### config.mk
export PLATFORM = sky130hd
export DESIGN_NAME = thermal_overlay_mixer
export DESIGN_NICKNAME = d
export VERILOG_FILES = /design/src/rtl/thermal_overlay_mixer_pkg.sv /design/src/rtl/thermal_overlay_mixer_delay_line.sv /design/src/rtl/thermal_overlay_mixer.sv
export SDC_FILE = /design/constraint.sdc
export NUM_CORES = 1
export LEC_CHECK = 0
export BUFFER_PORTS_ARGS = -buffer_cell sky130_fd_sc_hd__buf_2
export CAP_MARGIN = 20
export CORE_MARGIN = 5
export CORE_UTILIZATION = 38
export CTS_BUF_LIST = sky130_fd_sc_hd__clkbuf_2 sky130_fd_sc_hd__clkbuf_4 sky130_fd_sc_hd__clkbuf_8
export DETAILED_ROUTE_END_ITERATION = 8
export MAX_ROUTING_LAYER = met4
export PLACE_DENSITY = 0.63
export SETUP_SLACK_MARGIN = 0.4
export SLEW_MARGIN = 10
export SYNTH_ARGS = -nofsm -noshare
export SYNTH_HDL_FRONTEND = slang
export SYNTH_SLANG_ARGS = --single-unit
### constraint.sdc
create_clock -name i_clk -period 8.6 [get_ports i_clk]
set_input_delay 2.15 -clock i_clk [delete_from_list [all_inputs] [get_ports i_clk]]
set_output_delay 2.15 -clock i_clk [all_outputs]
set_load 0.02 [all_outputs]
### src/rtl/thermal_overlay_mixer_pkg.sv
// Shared types and colour-mapping helpers for the thermal overlay mixer.
// Packs the overlay mode encoding, the false-colour breakpoints and the per-channel mix functions.
package thermal_overlay_mixer_pkg;

  typedef enum logic [1:0] {
    MODE_BYPASS = 2'd0,
    MODE_GREY   = 2'd1,
    MODE_BLEND  = 2'd2,
    MODE_FALSE  = 2'd3
  } t_overlay_mode;

  localparam logic [7:0] c_fc_knee_lo = 8'd64;
  localparam logic [7:0] c_fc_knee_hi = 8'd128;

  // 9-bit sum keeps the carry so 0xFF + 0xFF averages back to 0xFF.
  function automatic logic [7:0] blend_ch(input logic [7:0] cam, input logic [7:0] v);
    logic [8:0] sum;
    sum = {1'b0, cam} + {1'b0, v};
    return sum[8:1];
  endfunction

  function automatic logic [23:0] false_colour(input logic [7:0] v);
    logic [7:0] r;
    logic [7:0] g;
    logic [7:0] b;
    if (v >= c_fc_knee_hi) r = 8'hFF;
    else                   r = 8'(v << 1);
    if (v < c_fc_knee_hi)  g = 8'h00;
    else                   g = 8'((v - c_fc_knee_hi) << 1);
    if (v < c_fc_knee_lo)       b = 8'(v << 2);
    else if (v < c_fc_knee_hi)  b = 8'((8'd127 - v) << 2);
    else                        b = 8'h00;
    return {r, g, b};
  endfunction

endpackage

### src/rtl/thermal_overlay_mixer_delay_line.sv
// Fixed-depth shift register used to align camera data and timing with the framebuffer read.
module overlay_delay_line #(
  parameter int p_width = 8,
  parameter int p_depth = 2
) (
  input  logic               i_clk,
  input  logic               i_rst_n,
  input  logic [p_width-1:0] d,
  output logic [p_width-1:0] q
);

  logic [p_depth-1:0][p_width-1:0] pipe_r;

  generate
    if (p_depth == 1) begin : g_single
      // Single-stage register.
      always_ff @(posedge i_clk or negedge i_rst_n) begin
        if (!i_rst_n) pipe_r <= '0;
        else          pipe_r <= d;
      end
    end else begin : g_multi
      // Shift toward the top index; the oldest sample sits at p_depth-1.
      always_ff @(posedge i_clk or negedge i_rst_n) begin
        if (!i_rst_n) pipe_r <= '0;
        else          pipe_r <= {pipe_r[p_depth-2:0], d};
      end
    end
  endgenerate

  assign q = pipe_r[p_depth-1];

endmodule

### src/rtl/thermal_overlay_mixer.sv
// Overlays an upscaled thermal frame onto the camera video stream.
// Stage 0 issues the framebuffer read; the mix stage combines the returned sample with delayed video.
module thermal_overlay_mixer
  import thermal_overlay_mixer_pkg::*;
#(
  parameter int p_src_w      = 32,
  parameter int p_src_h      = 24,
  parameter int p_scale_log2 = 3,
  parameter int p_rd_latency = 1,
  localparam int c_addrw     = $clog2(p_src_w * p_src_h)
) (
  input  logic                i_clk,
  input  logic                i_rst_n,
  input  logic                i_hsync,
  input  logic                i_vsync,
  input  logic                i_de,
  input  logic signed [15:0]  i_x_pos,
  input  logic signed [15:0]  i_y_pos,
  input  logic [2:0][7:0]     i_cam_data,
  input  logic [1:0]          i_mode,
  input  logic                i_hflip,
  input  logic                i_vflip,
  input  logic [15:0]         i_origin_x,
  input  logic [15:0]         i_origin_y,
  output logic                o_fb_rd_valid,
  output logic [c_addrw-1:0]  o_fb_rd_addr,
  input  logic [7:0]          i_fb_rd_data,
  output logic                o_hsync,
  output logic                o_vsync,
  output logic                o_de,
  output logic [2:0][7:0]     o_data
);

  localparam int c_dly   = 1 + p_rd_latency;
  localparam int c_dly_w = 30;

  logic          vsync_d_r;
  logic          cfg_load_r;
  t_overlay_mode mode_r;
  logic          hflip_r;
  logic          vflip_r;
  logic [15:0]   origin_x_r;
  logic [15:0]   origin_y_r;

  // Frame-boundary shadow of the configuration, loaded the cycle after a vsync rise.
  always_ff @(posedge i_clk or negedge i_rst_n) begin
    if (!i_rst_n) begin
      vsync_d_r  <= 1'b0;
      cfg_load_r <= 1'b0;
      mode_r     <= MODE_BYPASS;
      hflip_r    <= 1'b0;
      vflip_r    <= 1'b0;
      origin_x_r <= 16'd0;
      origin_y_r <= 16'd0;
    end else begin
      vsync_d_r  <= i_vsync;
      cfg_load_r <= i_vsync & ~vsync_d_r;
      if (cfg_load_r) begin
        mode_r     <= t_overlay_mode'(i_mode);
        hflip_r    <= i_hflip;
        vflip_r    <= i_vflip;
        origin_x_r <= i_origin_x;
        origin_y_r <= i_origin_y;
      end else begin
        mode_r     <= mode_r;
        hflip_r    <= hflip_r;
        vflip_r    <= vflip_r;
        origin_x_r <= origin_x_r;
        origin_y_r <= origin_y_r;
      end
    end
  end

  logic [17:0]        dx_s;
  logic [17:0]        dy_s;
  logic [17:0]        sx_s;
  logic [17:0]        sy_s;
  logic [17:0]        sx_f_s;
  logic [17:0]        sy_f_s;
  logic               in_win_s;
  logic               rd_hit_s;
  logic [c_addrw-1:0] rd_addr_s;

  // Window test and flipped address; 18-bit arithmetic so a signed x minus an unsigned origin cannot wrap.
  always_comb begin
    dx_s     = {{2{i_x_pos[15]}}, i_x_pos} - {2'b00, origin_x_r};
    dy_s     = {{2{i_y_pos[15]}}, i_y_pos} - {2'b00, origin_y_r};
    sx_s     = dx_s >> p_scale_log2;
    sy_s     = dy_s >> p_scale_log2;
    in_win_s = !dx_s[17] && !dy_s[17] &&
               (sx_s < 18'(p_src_w)) && (sy_s < 18'(p_src_h));
    if (hflip_r) sx_f_s = 18'(p_src_w - 1) - sx_s;
    else         sx_f_s = sx_s;
    if (vflip_r) sy_f_s = 18'(p_src_h - 1) - sy_s;
    else         sy_f_s = sy_s;
    rd_addr_s = c_addrw'(sy_f_s * 18'(p_src_w) + sx_f_s);
    rd_hit_s  = in_win_s && i_de && (mode_r != MODE_BYPASS);
  end

  logic               fb_rd_valid_r;
  logic [c_addrw-1:0] fb_rd_addr_r;

  // Framebuffer request; the address holds whenever no read is issued.
  always_ff @(posedge i_clk or negedge i_rst_n) begin
    if (!i_rst_n) begin
      fb_rd_valid_r <= 1'b0;
      fb_rd_addr_r  <= '0;
    end else begin
      fb_rd_valid_r <= rd_hit_s;
      if (rd_hit_s) fb_rd_addr_r <= rd_addr_s;
      else          fb_rd_addr_r <= fb_rd_addr_r;
    end
  end

  assign o_fb_rd_valid = fb_rd_valid_r;
  assign o_fb_rd_addr  = fb_rd_addr_r;

  logic [c_dly_w-1:0] dly_in_s;
  logic [c_dly_w-1:0] dly_out_s;
  logic               hsync_d_s;
  logic               vsync_dd_s;
  logic               de_d_s;
  logic               in_win_d_s;
  logic [1:0]         mode_d_s;
  logic [2:0][7:0]    cam_d_s;

  // Mode travels with the pixel so a shadow update never splits a pixel from its mix rule.
  assign dly_in_s = {i_hsync, i_vsync, i_de, in_win_s, mode_r, i_cam_data};
  assign {hsync_d_s, vsync_dd_s, de_d_s, in_win_d_s, mode_d_s, cam_d_s} = dly_out_s;

  overlay_delay_line #(
    .p_width (c_dly_w),
    .p_depth (c_dly)
  ) u_align (
    .i_clk   (i_clk),
    .i_rst_n (i_rst_n),
    .d       (dly_in_s),
    .q       (dly_out_s)
  );

  logic [2:0][7:0] mix_s;

  // Per-pixel mix of aligned camera data with the returned thermal sample.
  always_comb begin
    mix_s = '0;
    if (!de_d_s) begin
      mix_s = '0;
    end else if (in_win_d_s && (mode_d_s != 2'd0)) begin
      case (t_overlay_mode'(mode_d_s))
        MODE_GREY:  mix_s = {i_fb_rd_data, i_fb_rd_data, i_fb_rd_data};
        MODE_BLEND: mix_s = {blend_ch(cam_d_s[2], i_fb_rd_data),
                             blend_ch(cam_d_s[1], i_fb_rd_data),
                             blend_ch(cam_d_s[0], i_fb_rd_data)};
        MODE_FALSE: mix_s = false_colour(i_fb_rd_data);
        default:    mix_s = cam_d_s;
      endcase
    end else begin
      mix_s = cam_d_s;
    end
  end

  logic            hsync_r;
  logic            vsync_r;
  logic            de_r;
  logic [2:0][7:0] data_r;

  // Output register stage.
  always_ff @(posedge i_clk or negedge i_rst_n) begin
    if (!i_rst_n) begin
      hsync_r <= 1'b0;
      vsync_r <= 1'b0;
      de_r    <= 1'b0;
      data_r  <= '0;
    end else begin
      hsync_r <= hsync_d_s;
      vsync_r <= vsync_dd_s;
      de_r    <= de_d_s;
      data_r  <= mix_s;
    end
  end

  assign o_hsync = hsync_r;
  assign o_vsync = vsync_r;
  assign o_de    = de_r;
  assign o_data  = data_r;

endmodule

======== After elaboration in Yosys (flattened, before gate mapping) ========
Cells that the tools add are included.
operators by class
  $add $sub $neg .......................... 10
  $lt $le $gt $ge ......................... 5
  equal/unequal tests ..................... 3
  muxes and demuxes ....................... 9
  bitwise logic cells ..................... 2
  reductions and logical operators ........ 10
operators by type and width
  operator                 number
  $pmux W24 S3             1
  $mux W24                 2
  $sub A16 B17 Y18         2
  $mux W8                  4
  $add A8 B8 Y9            3
  $lt A15 B5 Y1 const B    1
  $lt A15 B6 Y1 const B    1
  $add A10 B10 Y10         1
  $mux W10                 1
  $sub A5 B10 Y10 const A  1
  $ge A8 B8 Y1 const B     1
  $lt A8 B7 Y1 const B     1
  $lt A8 B8 Y1 const B     1
  $sub A7 B1 Y7 const B    1
  $logic_and A1 B1 Y1      6
  $sub A6 B6 Y6 const A    1
  $mux W5                  1
  $sub A5 B5 Y5 const A    1
  $eq A2 B2 Y1 const B     2
  $reduce_bool A2 Y1       2
  $eq A2 B1 Y1 const B     1
  $logic_not A1 Y1         2
  $and A1 B1 Y1            1
  $not A1 Y1               1
word-level totals
  bits in registers ....................... 136
  input port bits ......................... 105
  logic and storage cells ................. 56

======== Logic depth before layout (Yosys ltp) ========
Gate-level depths: netlist of run 1.
  depth after elaboration ................. 7
  mapped depth ............................ 21
  depth with buffers taken out ............ 21

======== Cells and area by module ========
From an unflattened synthesis of run 1, not the netlist that was laid out.
second synthesis, totals
  cells, all modules ...................... 796
  area, all modules ....................... 7,868.8 µm²
modules (own cells, without submodules)
  module                 times used  cells an instance  area each (µm²)
  thermal_overlay_mixer  1           706                6,142.1
  overlay_delay_line     1           90                 1,726.7

======== Worst setup path after synthesis of run 1 ========
No wires, ideal clock.
  path kind ............................... input to register
  start ................................... input i_x_pos[1]
  end ..................................... register fb_rd_addr_r[9], in the netlist o_fb_rd_addr[9]
  setup time .............................. 0.125 ns
  arrival ................................. 5.324 ns
  data required time ...................... 8.475 ns
  path slack .............................. 3.151 ns
  cell stages on the path ................. 19
  buffers on the path ..................... 0
  path through ............................ ha_1 a2111oi_4 a31oi_1 a21o_1 a21oi_1 xnor2_1 inv_1 ha_1 nand2_1 o21ai_0 inv_1 fa_1 inv_1 a21o_1 a21oi_1 xnor2_1 xnor2_1 xnor2_1 mux2_2
between the ends
  word-level cells in the longest chain between the ends .. 7
  elaborated cells between the ends (all ways) .. 11
  those cells by class .................... 3 x add/sub; 1 x order compare; 1 x mux; 6 x reduce/logical
RTL lines
  item                                                                     RTL line                      RTL
  start: declaration                                                       thermal_overlay_mixer.sv:17   input logic signed [15:0] i_x_pos,
  $sub A16 B17 Y18 *                                                       thermal_overlay_mixer.sv:86   dx_s = {{2{i_x_pos[15]}}, i_x_pos} - {2'b00, origin_x_r};
  parallel branches: the longest is 6 deep, another holds $sub A5 B10 Y10  --
  end signal: assignment                                                   thermal_overlay_mixer.sv:110  if (rd_hit_s) fb_rd_addr_r <= rd_addr_s;
  end signal: assignment                                                   thermal_overlay_mixer.sv:111  else fb_rd_addr_r <= fb_rd_addr_r;
  end: declaration                                                         thermal_overlay_mixer.sv:101  logic [c_addrw-1:0] fb_rd_addr_r;
Every way passes the cells marked *.
A chain may end at the register's enable or synchronous reset.

======== Final worst setup path of run 1 ========
  start ................................... input i_x_pos[5]
  end ..................................... register fb_rd_addr_r[9], in the netlist o_fb_rd_addr[9]
Same word-level chain as after synthesis.

==> results.txt, run 1 <==
Core area - 19,500 µm²
Die Ht - 151 µm
Max-cap violations - 0
Post-synth top flop - dfrtp_1
Die X-Extent - 151 µm
Most common cell after layout, fill and taps aside - buf_2
Post-Syn Nets - 934
Syn_area_per_cell - 9.87 µm²
Total GRT Usage - 16.9%
Synth Register Bits - 135
Max Root-Sink Buffers - 2
Largest vdd supply drop - 95.8 µV
Critical path type - input port to flip-flop
Post-DP HPWL - 13.4 mm
Hold path start - u_align.pipe_r[24]
FF-to-FF setup slack - 4600 ps
Die Area - 22,800 µm²
Leak pwr - 4.32 nW
Hold Path Cell Cnt - 0
Synthesized cell area - 7560 µm²
Clk sink count - 135
Wire length of the first global-routing pass - 29.4 mm
CTS tree - built
Commonest cells after routing, fill and taps aside - buf_2 (141), dfrtp_1 (134), o21ai_0 (93)
I/O Buffers - 142
Post-synth EDFFs - 0
Initial core utilization - 38.7%
Via/cell ratio - 5.04
CTS Buf Count - 17
Clock Skews - 20.9 ps
Wire length per cell - 15.5 µm
Share of post-route cells with drive strength above 1 - 23.1%
Sequential share of the synthesized area - 44.7%
Critical Path RT - 8920 ps
Status - finished clean
Latest clock arrival within the worst-skew pair - 450 ps
Post-synth cell types - 62
Initial antenna violation count - 0
Root Driver - clkbuf_8
Via count - 5,939
Post-CTS Setup Repair Bufs - 0
Drt total wl - 18.2 mm
Io pins - 143
HP Class - flip-flop to flip-flop
Yosys warns - 0
Max_slew headroom - 39.5%
Worst R2R End - o_fb_rd_addr[9]
R2R cell count - 15
Largest net degree at the start of global routing - 85
Power consumption - 1.88 mW
Layout Area Growth over Synthesis - 18.8%
Fin. max-slew vios - 0
Initial DRC count - 362
Fmax - 184 MHz
Drt pass-1 iters - 5
Hold bufs inserted after CTS - 0
Async S/R FF share, synth - 100%
Power density cells - 209 nW/µm²
Vias in the first global route - 5,967
Period utilization - 63.2%
Hold Vio Cnt, Final - 0
Unrepaired setup endpoints after global routing - false
CTS resizes - 0
FP Rows - 51
Cells after Synth - 766
Clk pin slew, worst setup/hold paths - 90 ps
Worst r2r src - origin_y_r[1]
Setup violators final - 0
Transition time of the tightest slew-check pin - 907 ps
GP Congestion - 0.880
Crit-path max FO - 4
ANT cells - 0
Crit path DAT - 5760 ps
Tmin final - 5440 ps
CP Capture Type - flip-flop
Sum Neg Setup Slack - 0 ps
Nets@finish - 1,069
Antenna-violating nets left - 0
Fillcell total - 1,906
Crit start category - input port
H-tree levels - 4
DRC - 0
Total gr overflow - 0
End of the worst hold path - u_align.q[24]
## cells in the mapped netlist (3+ instances only)
cell | number | area, µm²
a2111oi_4 | 3 | 82.6
a21o_1 | 21 | 158
a21oi_1 | 60 | 300
a221oi_1 | 6 | 52.6
a31o_2 | 4 | 35.0
a31oi_1 | 15 | 93.8
and2_1 | 5 | 31.3
clkbuf_1 | 27 | 101
dfrtp_1 | 135 | 3380
fa_1 | 4 | 80.1
ha_1 | 59 | 738
inv_1 | 59 | 221
mux2_2 | 20 | 225
mux2i_1 | 4 | 40.0
nand2_1 | 85 | 319
nand2b_1 | 7 | 43.8
nand3_1 | 9 | 45.0
nand4_1 | 3 | 18.8
nor2_1 | 19 | 71.3
nor2b_1 | 7 | 43.8
nor3_1 | 5 | 25.0
o2111a_1 | 3 | 33.8
o211ai_1 | 4 | 30.0
o21a_1 | 6 | 45.0
o21ai_0 | 93 | 465
o21bai_1 | 7 | 52.6
o31ai_1 | 3 | 22.5
xnor2_1 | 42 | 368
xor2_1 | 12 | 105
## sequential cells by signal (all words and copies together) (netlist names)
name            flops
u_align.pipe_r     30
u_align.q          30
o_data             24
origin_x_r         16
origin_y_r         16
o_fb_rd_addr       10
mode_r              2
cfg_load_r          1
hflip_r             1
o_de                1
o_fb_rd_valid       1
o_hsync             1
o_vsync             1
vflip_r             1
## worst max-delay path by stage
stage | from | end | slack [ps] | depth (start not counted)
final | i_x_pos[5] | o_fb_rd_addr[9] | 3160 | 21
after global routing | i_x_pos[3] | o_fb_rd_addr[9] | 2910 | 21
after CTS | i_x_pos[5] | o_fb_rd_addr[9] | 3180 | 21
after detailed placement | i_x_pos[5] | o_fb_rd_addr[9] | 2700 | 21
after global placement | i_x_pos[5] | o_fb_rd_addr[9] | 2810 | 21
after floorplan | i_x_pos[1] | o_fb_rd_addr[9] | 3150 | 19
## kinds of logic after synthesis
logic type	synth area share (%)
flip-flops	44.7
AND/OR/NAND/NOR	9.69
buffers and inverters	4.38
AO/OA/AOI/OAI	20.7
XOR/XNOR	6.25
multiplexers	3.51
adder cells (fa/ha/maj)	10.8
## metal layers
layer,vias to the layer above,global-route usage [%],part of all wire (%)
met1,2776,21.3,45
met3,24,3.98,5.7
met5,-,-,0
li1,2959,-,-
met2,180,27.2,48
met4,0,5.12,1.4
## critical path, cell delays in order
cell     delay (ps)
buf_2           110
ha_1            340
nand2_1          90
a32o_1          250
a31oi_1         310
a21o_1          210
a21oi_1          90
xnor2_1         260
inv_1            80
ha_1            280
nand2_1          50
o21ai_0         120
inv_1            90
fa_1            440
inv_1            80
a21o_1          100
a21oi_1          70
xnor2_1         170
xnor2_1         150
xnor2_1          80
mux2_2          260
## power by group
group	switching [mW]	internal, mW
logic	0.311	0.249
registers	0.0306	0.678
clock network	0.267	0.341
## area by class of cell
type / instances / area, µm² / area share, %
flip-flops and latches: 135 / 3380 / 37.6
multi-input cells: 543 / 3850 / 42.9
clock buffers: 20 / 269 / 2.99
well taps: 265 / 332 / 3.69
clock inverters: 12 / 190 / 2.12
repair buffers: 145 / 739 / 8.23
inverters: 59 / 221 / 2.46
## stage by stage
| stage | cell area, µm² | util (%) | worst slack [ps] | std cells | hold slack [ps] |
|---|---|---|---|---|---|
| 6_report | 8980 | 46.0 | 3160 | 1179 | 341 |
| 4_1_cts | 8980 | 46.0 | 3180 | 1179 | 349 |
| 5_1_grt | 8980 | 46.0 | 2910 | 1179 | 358 |
| 2_1_floorplan | 7560 | - | 3150 | 766 | 331 |
| 3_5_place_dp | 8530 | 43.7 | 2700 | 1147 | 335 |
| 3_3_place_gp | 8530 | 43.7 | 2810 | 1147 | 332 |
Note: power is estimated with default switching activity, not from simulation.
==> inputs of run 2 (changes only) <==
--- a/config.mk
+++ b/config.mk
@@ -12,7 +12,7 @@
 export CTS_BUF_LIST = sky130_fd_sc_hd__clkbuf_2 sky130_fd_sc_hd__clkbuf_4 sky130_fd_sc_hd__clkbuf_8
 export DETAILED_ROUTE_END_ITERATION = 8
 export MAX_ROUTING_LAYER = met4
-export PLACE_DENSITY = 0.63
+export PLACE_DENSITY = 0.65
 export SETUP_SLACK_MARGIN = 0.4
 export SLEW_MARGIN = 10
 export SYNTH_ARGS = -nofsm -noshare
==> constraint.sdc (replaced) <==
create_clock -name i_clk -period 4.9 [get_ports i_clk]
set_input_delay 1.225 -clock i_clk [delete_from_list [all_inputs] [get_ports i_clk]]
set_output_delay 1.225 -clock i_clk [all_outputs]
set_load 0.02 [all_outputs]
==> results.txt, run 2 (synthesis gave the netlist of run 1 again) <==
FP Rows - 51 (unchanged)
Largest vdd supply drop - 153 µV (+59%)
Most common cell after layout, fill and taps aside - buf_2
DRC - 0 (unchanged)
HP Class - flip-flop to flip-flop
Clock Skews - 13.5 ps (-7.44 ps)
Commonest cells after routing, fill and taps aside - buf_2 (141), dfrtp_1 (134), o21ai_0 (92)
CTS tree - built
Share of post-route cells with drive strength above 1 - 24.2% (+1.2 points)
Worst setup startpoint - i_x_pos[1]
Antenna-violating nets left - 0 (unchanged)
Max_slew headroom - 39.8% (+0.32 points)
Initial antenna violation count - 0 (unchanged)
Footprint of the multi-input gates - 3890 µm² (+0.97%)
Via/cell ratio - 5.05 (+0.16%)
Fin. max-slew vios - 0 (unchanged)
Root Driver - clkbuf_8
Fin Hold WS - 348 ps (+7.23 ps)
Total gr overflow - 0 (unchanged)
Setup ws final - 590 ps (-2570 ps)
Initial DRC count - 259 (-28%)
Crit start category - input port
Fillcell total - 1,947 (+2.2%)
Latest clock arrival within the worst-skew pair - 450 ps (about the same)
Leak pwr - 4.34 nW (+0.62%)
Slowest library cell on the worst path - a2111oi_4
Fmax - 232 MHz
Seq. cell area - 3380 µm² (unchanged)
Die Ht - 151 µm (unchanged)
Utilization after layout - 46.3% (+0.31 points)
Crit path DAT - 4640 ps (-1120 ps)
Vias in the first global route - 6,212 (+4.1%)
Final instance area - 9050 µm² (+0.68%)
Setup violators final - 0 (unchanged)
CP max stage delay - 380 ps (-60 ps)
Clk sink count - 135 (unchanged)
Nets@finish - 1,075 (+0.56%)
Power density cells - 364 nW/µm² (+74%)
Crit-path max FO - 10 (+6)
Max Root-Sink Buffers - 2 (unchanged)
Placed cell areas - 8580 µm² (+0.59%)
Transition time of the tightest slew-check pin - 902 ps (-4.75 ps)
Wire length of the first global-routing pass - 29.8 mm (+1.4%)
Wire length per cell - 15.4 µm (-0.68%)
Unrepaired setup endpoints after global routing - false
Critical Path RT - 5230 ps (-3690 ps)
Place WS - -79.6 ps (-2770 ps)
Core area - 19,500 µm² (unchanged)
Drt total wl - 18.2 mm (-0.17%)
Clk pin slew, worst setup/hold paths - 80 ps (about the same)
Die X-Extent - 151 µm (unchanged)
CP Capture Type - flip-flop
Post-DP HPWL - 13.5 mm (+0.68%)
Layout Area Growth over Synthesis - 19.6%
Drt pass-1 iters - 4 (-1)
Inst Count DP - 1,152 (+0.44%)
Max-cap violations - 0 (unchanged)
Largest net degree at the start of global routing - 93 (+9.4%)
Period utilization - 88.0%
CP endpoint - o_fb_rd_addr[5]
Post-Layout Cell Count - 1,185 (+0.51%)
Total GRT Usage - 17.1% (+0.18 points)
Tmin final - 4310 ps
Die Area - 22,800 µm² (unchanged)
Io pins - 143 (unchanged)
Initial core utilization - 38.7% (unchanged)
ANT cells - 0 (unchanged)
Worst R2R End - o_fb_rd_addr[5]
Hold Vio Cnt, Final - 0 (unchanged)
Hold path start - u_align.pipe_r[26]
Via count - 5,979 (+0.67%)
Sum Neg Setup Slack - 0 ps (unchanged)
H-tree levels - 4 (unchanged)
Status - finished clean
Power consumption - 3.29 mW (+75%)
CTS Buf Count - 17 (unchanged)
Critical path cell sequence - buf_2, ha_1, a2111oi_4, a31oi_4, a21o_1, a21oi_2, xnor2_2, inv_1, ha_1, nor4b_1, o2111a_1, o2111a_1, o211ai_1, nor3b_2, nand4_4, mux2_2
R2R cell count - 17 (+2)
FF-to-FF setup slack - 1100 ps (-3500 ps)
GP Congestion - 0.860 (-2.3%)
Worst r2r src - origin_x_r[5]
Critical path type - input port to flip-flop
I/O Buffers - 142 (unchanged)
run 2: cell count changes in the layout (fill, tap and decap cells not counted), sizes merged:
cell and change:
clkinvlp +1, buf +6, clkinv +1, clkbuf -2
run 2: worst max-delay path: cells and delay by family:
kind                     cells  cell delay (ps)
AO/OA/AOI/OAI                7             1500
XOR/XNOR                     1               90
adder cells (fa/ha/maj)      2              500
buffers and inverters        2              160
multiplexers                 1              350
AND/OR/NAND/NOR              3              800
run 2: power by group:
part,leakage [nW],switching [mW],internal [mW]
logic,2.48,0.555,0.458
registers,1.65,0.0548,1.19
clock network,0.214,0.468,0.565
run 2: what timing repair did:
item / 4_1_cts / 5_1_grt
endpoints found under the setup margin: 0 / 10
hold buffers: 0 / 0
resized for setup: 0 / 4
buffers inserted: 0 / 1
run 2: area by class of cell:
cell class,count,area share [%]
clock buffer,18,2.67
sequential,135,37.4
tap,265,3.67
multi-input combinational,543,43.0
timing repair buffer,151,8.67
clock inverter,14,2.17
inverter,59,2.45
run 2: worst min-delay path by stage:
| stage | endpoint | slack (ps) | depth (start not counted) |
|---|---|---|---|
| floorplan | o_hsync | 330 | 0 |
| global placement | u_align.q[29] | 330 | 0 |
| detailed placement | u_align.q[10] | 330 | 0 |
| CTS | u_align.q[29] | 350 | 0 |
| global route | u_align.q[29] | 360 | 0 |
| finish | u_align.q[26] | 350 | 0 |
run 2: per-layer routing:
metal / up-vias / global-route usage, % / part of all wire (%)
met1: 2833 / 20.1 / 43
li1: 2969 / - / -
met2: 157 / 28.9 / 51
met4: 0 / 5.08 / 1.1
met3: 20 / 4.37 / 5.5
met5: - / - / 0
==> inputs of run 3 (changes only) <==
--- a/config.mk
+++ b/config.mk
@@ -11,9 +11,9 @@
 export CORE_UTILIZATION = 38
 export CTS_BUF_LIST = sky130_fd_sc_hd__clkbuf_2 sky130_fd_sc_hd__clkbuf_4 sky130_fd_sc_hd__clkbuf_8
 export DETAILED_ROUTE_END_ITERATION = 8
+export GPL_TIMING_DRIVEN = 0
 export MAX_ROUTING_LAYER = met4
 export PLACE_DENSITY = 0.65
-export SETUP_SLACK_MARGIN = 0.4
 export SLEW_MARGIN = 10
 export SYNTH_ARGS = -nofsm -noshare
 export SYNTH_HDL_FRONTEND = slang
==> results.txt, run 3 (synthesis gave the netlist of run 1 again) <==
Critical path type - input port to flip-flop
Crit path DAT - 5000 ps (+360 ps)
Grt met2 use - 29.4% (+0.47 points)
Leak pwr - 4.34 nW (-0.19%)
Root Driver - clkbuf_8
Period utilization - 95.1% (+7.2 points)
Total gr overflow - 0 (unchanged)
Met3 usage - 4.16% (-0.21 points)
Largest net degree at the start of global routing - 91 (-2.2%)
Clock Skews - 14.7 ps (+1.25 ps)
Placed cell areas - 8630 µm² (+0.69%)
Initial antenna violation count - 3 (+3)
Io pins - 143 (unchanged)
Crit-path max FO - 3 (-7)
Most Crowded Layer GR - met2
Max Root-Sink Buffers - 2 (unchanged)
Drt pass-1 iters - 5 (+1)
Final instance area - 9080 µm² (+0.35%)
Total GRT Usage - 17.9% (+0.78 points)
Hold bufs inserted after CTS - 0 (unchanged)
Wire length of the first global-routing pass - 30.9 mm (+3.5%)
Post-DP HPWL - 14.4 mm (+7.2%)
Wire length per cell - 15.9 µm (+3.6%)
H-tree levels - 4 (unchanged)
Drt total wl - 19.2 mm (+5.6%)
Transition time of the tightest slew-check pin - 722 ps (-181 ps)
Most common cell after layout, fill and taps aside - buf_2
Antenna-violating nets left - 0 (unchanged)
Fmax - 215 MHz (-7.5%)
Max-cap violations - 0 (unchanged)
Global-route track usage on met1 - 21.7% (+1.6 points)
Clk sink count - 135 (unchanged)
Status - finished clean
CTS Buf Count - 17 (unchanged)
Hold Vio Cnt, Final - 0 (unchanged)
FP Rows - 51 (unchanged)
Power density cells - 361 nW/µm² (-0.87%)
Max_slew headroom - 51.9% (+12 points)
Via/cell ratio - 5.01 (-0.67%)
Die X-Extent - 151 µm (unchanged)
Unrepaired setup endpoints after global routing - false
Critical Path RT - 5240 ps (about the same)
Initial DRC count - 279 (+7.7%)
Commonest cells after routing, fill and taps aside - buf_2 (141), dfrtp_1 (135), o21ai_0 (93)
Layout Area Growth over Synthesis - 20.0%
Initial core utilization - 38.7% (unchanged)
Vias in the first global route - 6,286 (+1.2%)
Core area - 19,500 µm² (unchanged)
GP Congestion - 0.879 (+2.2%)
Largest vdd supply drop - 185 µV (+21%)
Share of post-route cells with drive strength above 1 - 22.1% (-2.1 points)
Crit start category - input port
Utilization after layout - 46.5% (+0.16 points)
Nets@finish - 1,095 (+1.9%)
Post-CTS Setup Repair Bufs - 0 (unchanged)
Die Ht - 151 µm (unchanged)
Power consumption - 3.27 mW (-0.53%)
Inst Count DP - 1,173 (+1.8%)
CTS resizes - 0 (unchanged)
Clk pin slew, worst setup/hold paths - 80 ps (about the same)
CTS tree - built
Setup violators final - 0 (unchanged)
I/O Buffers - 141 (-0.70%)
DRC - 0 (unchanged)
Fillcell total - 1,897 (-2.6%)
Die Area - 22,800 µm² (unchanged)
Post-Layout Cell Count - 1,208 (+1.9%)
Tmin final - 4660 ps (+351 ps)
Via count - 6,054 (+1.3%)
Latest clock arrival within the worst-skew pair - 460 ps (about the same)
Fin. max-slew vios - 0 (unchanged)
HP Class - flip-flop to flip-flop
CP Capture Type - flip-flop
-- run 3: changes by cell type in the layout (fill, tap and decap cells not counted), moves of 2 or more --
| cell | before | now |
|---|---|---|
| clkbuf_1 | 0 | 27 |
| buf_4 | 9 | 0 |
| diode_2 | 0 | 3 |
| clkinv_4 | 1 | 3 |
| inv_6 | 4 | 2 |
-- run 3: per-layer routing --
layer | vias to the layer above | part of all wire (%) | wire length, µm
met5 | - | 0 | 0
met4 | 0 | 2.0 | 390
met3 | 28 | 6.1 | 1170
met2 | 187 | 49 | 9330
met1 | 2824 | 43 | 8340
li1 | 3015 | - | -
-- run 3: path summary, 6_finish.rpt --
kind,from,slack [ps],to,cells past startpoint
setup reg to reg,origin_x_r[3],760,o_fb_rd_addr[9],21
setup / recovery,i_x_pos[3],240,o_fb_rd_addr[9],21
hold reg to reg,u_align.pipe_r[12],340,u_align.q[12],0
hold / removal,u_align.pipe_r[12],340,u_align.q[12],0
max in group asynchronous,i_rst_n,3440,origin_x_r[3],2
min in group asynchronous,i_rst_n,680,origin_y_r[10],1
-- run 3: layout make-up --
cell class / instances / area, µm² / area share (%)
Tap cell: 265 / 332 / 3.65
Clock buffer: 17 / 234 / 2.58
Antenna cell: 3 / 7.51 / 0.0827
Buffer: 29 / 110 / 1.21
Sequential cell: 135 / 3380 / 37.2
Clock inverter: 15 / 201 / 2.22
Inverter: 59 / 221 / 2.44
Timing Repair Buffer: 142 / 739 / 8.15
Multi-Input combinational cell: 543 / 3850 / 42.5
-- run 3: through the flow --
| stage | worst slack, ps | setup TNS, ps | hold WS, ps |
|---|---|---|---|
| after floorplan | 376 | 0 | 331 |
| after global placement | -139 | -1230 | 332 |
| after detailed placement | -203 | -1780 | 335 |
| after CTS | 274 | 0 | 341 |
| after global routing | 0.386 | 0 | 351 |
| final | 239 | 0 | 340 |
-- run 3: worst max-delay path, cell delays in order --
cell and delay, ps:
buf_2 110, ha_1 320, o21ai_0 140, a32o_1 250, a31oi_1 300, a21o_1 210, a21oi_1 80, xnor2_1 310
inv_1 90, ha_1 280, nand2_1 40, o21ai_0 130, inv_1 90, fa_1 430, inv_1 80, a21o_1 120
a21oi_1 70, xnor2_1 180, xnor2_1 160, xnor2_1 110, mux2_2 260
-- run 3: where the power goes --
part	switching, mW	internal [mW]
registers	0.0292	1.19
clock network	0.468	0.556
logic	0.587	0.442
